<file path="src/rtl/gray_sweep_eval.sv">
// Walks a Gray-coded input sweep through a loadable truth table; first step one cycle after start.
// hold freezes the sweep in place; table loads and start requests are taken only while idle.
module gray_sweep_eval #(
  parameter int               N       = 3,
  parameter logic [2**N-1:0]  TT_INIT = 8'h3F
) (
  input  logic              clk,
  input  logic              rst_n,
  input  logic              start,
  input  logic              hold,
  input  logic              tt_we,
  input  logic [2**N-1:0]   tt_in,
  output logic [N-1:0]      vec,
  output logic              s,
  output logic              valid,
  output logic              busy,
  output logic              done,
  output logic [N:0]        ones_cnt
);

  localparam logic [N-1:0] K_LAST = {N{1'b1}};

  typedef enum logic [1:0] {
    IDLE = 2'd0,
    RUN  = 2'd1,
    DONE = 2'd2
  } state_t;

  state_t            state_q, state_d;
  logic [N-1:0]      k_q, k_d;
  logic [N-1:0]      vec_q, vec_d;
  logic              s_q, s_d;
  logic              valid_q, valid_d;
  logic              busy_q, busy_d;
  logic              done_q, done_d;
  logic [N:0]        ones_q, ones_d;
  logic [2**N-1:0]   tt_q, tt_d;
  logic              last_q, last_d;
  logic [N-1:0]      gray_k;
  logic              tt_bit;

  assign gray_k = k_q ^ (k_q >> 1);
  assign tt_bit = tt_q[gray_k];

  always_comb begin
    state_d = state_q;
    k_d     = k_q;
    vec_d   = vec_q;
    s_d     = s_q;
    valid_d = 1'b0;
    busy_d  = busy_q;
    done_d  = 1'b0;
    ones_d  = ones_q;
    tt_d    = tt_q;
    last_d  = last_q;

    case (state_q)
      IDLE: begin
        if (tt_we) begin
          tt_d = tt_in;
        end
        if (start) begin
          state_d = RUN;
          k_d     = '0;
          ones_d  = '0;
          busy_d  = 1'b1;
          last_d  = 1'b0;
        end
      end

      RUN: begin
        // last_q marks that the final step is already on the outputs; k has wrapped and must not emit again
        if (last_q) begin
          state_d = DONE;
          busy_d  = 1'b0;
          done_d  = 1'b1;
          last_d  = 1'b0;
        end else if (!hold) begin
          vec_d   = gray_k;
          s_d     = tt_bit;
          ones_d  = ones_q + {{N{1'b0}}, tt_bit};
          valid_d = 1'b1;
          k_d     = k_q + N'(1);
          last_d  = (k_q == K_LAST);
        end
      end

      DONE: begin
        state_d = IDLE;
      end

      default: begin
        state_d = IDLE;
        busy_d  = 1'b0;
      end
    endcase
  end

  always_ff @(posedge clk or negedge rst_n) begin
    if (!rst_n) begin
      state_q <= IDLE;
      k_q     <= '0;
      vec_q   <= '0;
      s_q     <= 1'b0;
      valid_q <= 1'b0;
      busy_q  <= 1'b0;
      done_q  <= 1'b0;
      ones_q  <= '0;
      tt_q    <= TT_INIT;
      last_q  <= 1'b0;
    end else begin
      state_q <= state_d;
      k_q     <= k_d;
      vec_q   <= vec_d;
      s_q     <= s_d;
      valid_q <= valid_d;
      busy_q  <= busy_d;
      done_q  <= done_d;
      ones_q  <= ones_d;
      tt_q    <= tt_d;
      last_q  <= last_d;
    end
  end

  assign vec      = vec_q;
  assign s        = s_q;
  assign valid    = valid_q;
  assign busy     = busy_q;
  assign done     = done_q;
  assign ones_cnt = ones_q;

endmodule

</file>
<file path="config.mk">
export PLATFORM = sky130hd
export DESIGN_NAME = gray_sweep_eval
export DESIGN_NICKNAME = d
export VERILOG_FILES = /design/src/rtl/gray_sweep_eval.sv
export SDC_FILE = /design/constraint.sdc
export NUM_CORES = 1
export LEC_CHECK = 0
export ABC_AREA = 1
export BUFFER_PORTS_ARGS = -buffer_cell sky130_fd_sc_hd__buf_2
export CAP_MARGIN = 20
export CORE_UTILIZATION = 53
export DETAILED_ROUTE_END_ITERATION = 7
export PLACE_DENSITY = 0.77
export SYNTH_ARGS = -nofsm -noshare
export SYNTH_HDL_FRONTEND = slang
export SYNTH_SLANG_ARGS = --single-unit
</file>
<file path="constraint.sdc">
create_clock -name clk -period 2.24 [get_ports clk]
set_input_delay 0.448 -clock clk [delete_from_list [all_inputs] [get_ports clk]]
set_output_delay 0.448 -clock clk [all_outputs]
set_load 0.02 [all_outputs]
</file>
-- After elaboration in Yosys (flattened, before gate mapping)
Cells that the tools add are included.
W data, S select, Z words.
- bits of input ports: 13
- word-level logic and storage cells: 57
- register bits: 25
- output and inout port bits: 11
- magnitude comparators: 1
- mux-type cells: 25
- bitwise gates (word level): 4
- reductions and logical operators: 8
- add/subtract/negate cells: 2
- eq/ne operators: 7
- operators by type and width (kind ; number):
    $mux W4 ; 3
    $mux W1 ; 11
    $mux W3 ; 3
    $ne A2 B2 Y1 const B ; 4
    $pmux W4 S2 ; 1
    $pmux W3 S2 ; 1
    $reduce_and A2 Y1 ; 3
    $reduce_and A3 Y1 ; 2
    $add A4 B1 Y4 ; 1
    $lt A3 B4 Y1 const B ; 1
    $mux W2 ; 2
    $pmux W2 S2 ; 1
    $reduce_and A4 Y1 ; 1
    $add A3 B1 Y3 const B ; 1
    $bmux W1 S3 ; 1
    $eq A3 B3 Y1 const B ; 1
    $not A1 Y1 ; 3
    $pmux W1 S3 ; 1
    $xor A3 B2 Y3 ; 1
    $eq A2 B1 Y1 const B ; 1
    $eq A2 B2 Y1 const B ; 1
    $logic_not A2 Y1 ; 1
    $pmux W1 S2 ; 1
    $reduce_bool A2 Y1 ; 1

-- Logic depth before layout (Yosys ltp)
- depth after elaboration: 7
- depth in mapped cells: 11
- gate-level depth less buffers: 11

-- Worst setup path after synthesis
Ideal clock, no wire load.
- kind: register to register
- start point: register k_q[1]
- end point: register ones_q[2], in the netlist ones_cnt[2]
- library setup time: 0.118 ns
- buffers on the path: 0
- data arrival time: 1.874 ns
- period minus slack after synthesis: 1.993 ns
- data required time: 2.122 ns
- slack: 0.247 ns
- cell stages (with the launch flop): 12
- path through: dfrtp_1 > ha_1 > inv_1 > nand2_1 > nand3_1 > nand2_1 > a21oi_1 > ha_1 > ha_1 > or2_2 > nand3_1 > o21ai_2
- longest elaborated chain between the ends: 7
- RTL lines (item ; line ; source):
    start, declared ; 30 ; logic [N-1:0] k_q, k_d;
    start signal, assigned ; 113 ; k_q <= k_d;
    $xor A3 B2 Y3 ; 42 ; assign gray_k = k_q ^ (k_q >> 1);
    named net gray_k[0] ; 39 ; logic [N-1:0] gray_k;
    $bmux W1 S3 ; 43 ; assign tt_bit = tt_q[gray_k];
    $mux W1 (implied by the code) ; 43 ;
    named net tt_bit ; 40 ; logic tt_bit;
    $add A4 B1 Y4 ; 81 ; ones_d = ones_q + {{N{1'b0}}, tt_bit};
    $mux W4 ; 78 ; end else if (!hold) begin
    $mux W4 ; 73 ; if (last_q) begin
    $pmux W4 S2 ; 57 ; case (state_q)
    end signal, assigned ; 119 ; ones_q <= ones_d;
    end, declared ; 36 ; logic [N:0] ones_q, ones_d;
The timed path passes the listed nets, and every way through them passes these cells. The select of a mux whose other input is x is not followed.
A chain may end at the register's enable or synchronous reset.

-- Final worst setup path
Ends and elaborated chain as after synthesis.

==> key figures <==
Pwr
  • Switching power of the nets: 0.809 mW
  • Sw Ratio: 0.421
  • Clock power share: 0.104
  • Pwr Density: 1400 nW/um2
  • Total power: around 1.9 mW
  • Int Pwr: 1.11 mW
  • Comb power frac: 0.476
  • Max rail drop VDD: 818 uV
  • Sequential share of power: 0.419
  • Leak: 0.740 nW

Clock tree
  • Clk sinks: 25
  • Htree depth: 1
  • # hold bufs at CTS: 0
  • Clock slew at reported path FFs: 0.13 ns
  • CTS Buf Count: 3
  • Bufs on Longest Clock Path: 2
  • Root Buffer: clkbuf_4
  • CTS tree: built
  • Worst skew pair latency: about 0.32 ns

Logic synthesis
  • Mapped Cells: 118
  • Register area share after synthesis: 0.539
  • Syn_area_per_cell: 9.95 um2
  • Biggest area consumer among synthesized cells: dfrtp_1
  • EDFF count, synth: 0
  • Ys async rst share: 1.00
  • Synth warn: 0
  • Top post-synthesis cells by area: dfrtp_1 41%, dfstp_2 13%, nand2_1 12%
  • Share of the synthesized area in the top cell type: 0.405
  • Mapped Area: 1170 um2
  • Commonest cells in the netlist: 39 x nand2_1, 19 x dfrtp_1, 10 x inv_1, 10 x nand3_1, 8 x mux2_2
  • Net Count, Synth: between 100 and 150
  • Main flop type after synthesis: dfrtp_1
  • Synth Register Bits: 25
  • Most common cell in the netlist: nand2_1
  • Synth unique cells: 20

STA
  • Final worst setup slack: 0.129 ns
  • Rel. slew slack: 0.645
  • Clock Skew: approximately 0.0055 ns
  • Min Hold Slack: 0.0823 ns
  • Final cycle utilization of the critical path: 0.943
  • Worst-Margin Slew: ~0.53 ns
  • TNS Setup: 0 ns
  • Minimum clock period: 2.11 ns
  • Final Hold Vio Count: 0
  • Fmax: 474 MHz
  • RSZ-0062 raised after global routing: false
  • Pins Over Slew Limit: 0
  • Setup violators final: 0

Critical path
  • Critical path endpoint category: flop
  • Setup crit start kind: flop
  • Crit path max-delay cell type: dfrtp_1
  • WS Path Type: reg2reg
  • CP arrival: 2.34 ns
  • Max incr delay on CP: 0.46 ns
  • Critical-path cell list: ha_4 -> inv_1 -> nand2_1 -> nand3_1 -> nand2_1 -> a21oi_1 -> ha_1 -> ha_1 -> or2_2 -> nand3_1 -> o21ai_2
  • WP data required: 2.47 ns
  • Critical path peak fanout: 6

Drt
  • M1 WL: 940 um
  • ANT nets after route: 0
  • Drt initial violations: 27
  • DRT Wirelength: ~2100 um
  • Via count: 853
  • Vias/cell: 4.93
  • WL met3: 61 um
  • Top sig layer: met4
  • WL per Instance: approximately 12 um
  • Met2 Routed Length: 1040 um
  • DR pass1 iterations: 4
  • Residual DRC: 0

Status
  • Status: finished clean

Floorplanning
  • Initial Utilization: 0.580
  • Num rows: 16
  • I/O pin cnt: 24
  • Die Span Y: 49.1 um
  • Die ar.: 2410 um2
  • Core area: 2020 um2
  • Chip width: 49.1 um

Place
  • Post-detail-place hpwl: 1590 um
  • Area of placed instances: approximately 1300 um2
  • Pre-CTS setup slack: 0.0662 ns
  • Port-buffer cells: 23
  • Placer Congestion: 0.802
  • Dpl cells: 168

Layout
  • Final Util: 0.677
  • Post-route cell area: 1370 um2
  • Area Growth Syn to Fin: 16.6%
  • Final instance count without filler cells: 173
  • Nets: roughly 160
  • Share of cells above drive strength 1: 0.397
  • Antenna cell count: 0

Global routing
  • Pin count of the biggest net entering global routing: 26
  • Total GRT Usage: 0.201
  • Initial antenna violation count: 0
  • Grt ovf: 0
  • First-pass GRT wire length: around 3600 um
  • Number of global-route vias before repair: 817

Flow run
  • Max-cap violations: 0

Worst hold path
  • Hold Path Class: in2async
-- power groups by stage --
stage	registers (mW)	logic (mW)	clock network, mW
2_1_floorplan	0.861	0.587	0
3_3_place_gp	0.799	0.835	0
3_5_place_dp	0.810	0.880	0
4_1_cts	0.799	0.886	0.208
5_1_grt	0.828	1.02	0.220
6_report	0.805	0.915	0.200
-- cell usage in the layout (no fill, tap or decap), drive strengths merged --
master,n
nand2,44
ha,4
clkbuf,4
a21oi,2
mux2,8
inv,12
buf,24
nand3,10
a21o,1
dfrtp,19
o21ai,4
nor2,6
or2,1
nand4,1
dfstp,6
-- sequential cells by signal, summed over array words and instances (netlist names) --
register	flops
busy	1
last_q	1
state_q	2
ones_cnt	4
tt_q	8
valid	1
s	1
vec	3
k_q	3
done	1
-- worst paths after layout --
| path | from | to | slack [ns] | depth (start not counted) |
|---|---|---|---|---|
| max reg2reg | k_q[1] | ones_cnt[2] | 0.13 | 11 |
| min reg2reg | vec[0] | vec[0] | 0.49 | 2 |
| min | rst_n | last_q | 0.08 | 1 |
| min in group clk | tt_in[4] | tt_q[4] | 0.35 | 2 |
| max | k_q[1] | ones_cnt[2] | 0.13 | 11 |
| max in group asynchronous | rst_n | tt_q[2] | 1.79 | 1 |
-- worst max-delay path: cells and delay by family, from the launching register on --
| family | cells | cell delay [ns] |
|---|---|---|
| flip-flops | 1 | 0.46 |
| buffers and inverters | 1 | 0.08 |
| adder cells (fa/ha/maj) | 3 | 0.73 |
| AND/OR/NAND/NOR | 5 | 0.63 |
| AO/OA/AOI/OAI | 2 | 0.13 |
-- cells by family (layout without fill, tap and decap cells) --
group                      after synthesis  count (layout)  synth area share
AOI/OAI and AO/OA                        7               7            0.0458
adders and majority gates                4               4            0.0426
muxes                                    8               8            0.0768
buffers and inverters                   12              40            0.0405
DFF                                     25              25             0.539
and+or+nand+nor                         62              62             0.255
-- cell type report --
type | instances | area (um2)
clock buffer | 4 | 26.3
fill | 157 | 653
inverter | 12 | 47.5
multi-input combinational | 81 | 505
sequential | 25 | 633
tap | 27 | 33.8
timing repair buffer | 24 | 123
-- layer usage --
layer	track usage	vias up
met4	0.118	0
met5	0	-
met3	0.0374	4
met1	0.235	395
li1	-	434
met2	0.343	20
-- timing repair --
item / in CTS / in global routing
endpoints found under the hold margin: 0 / 0
setup buffers: 0 / 1
gates resized for setup: 0 / 2
endpoints found under the setup margin: 0 / 1
(Power assumes the default switching activity.)
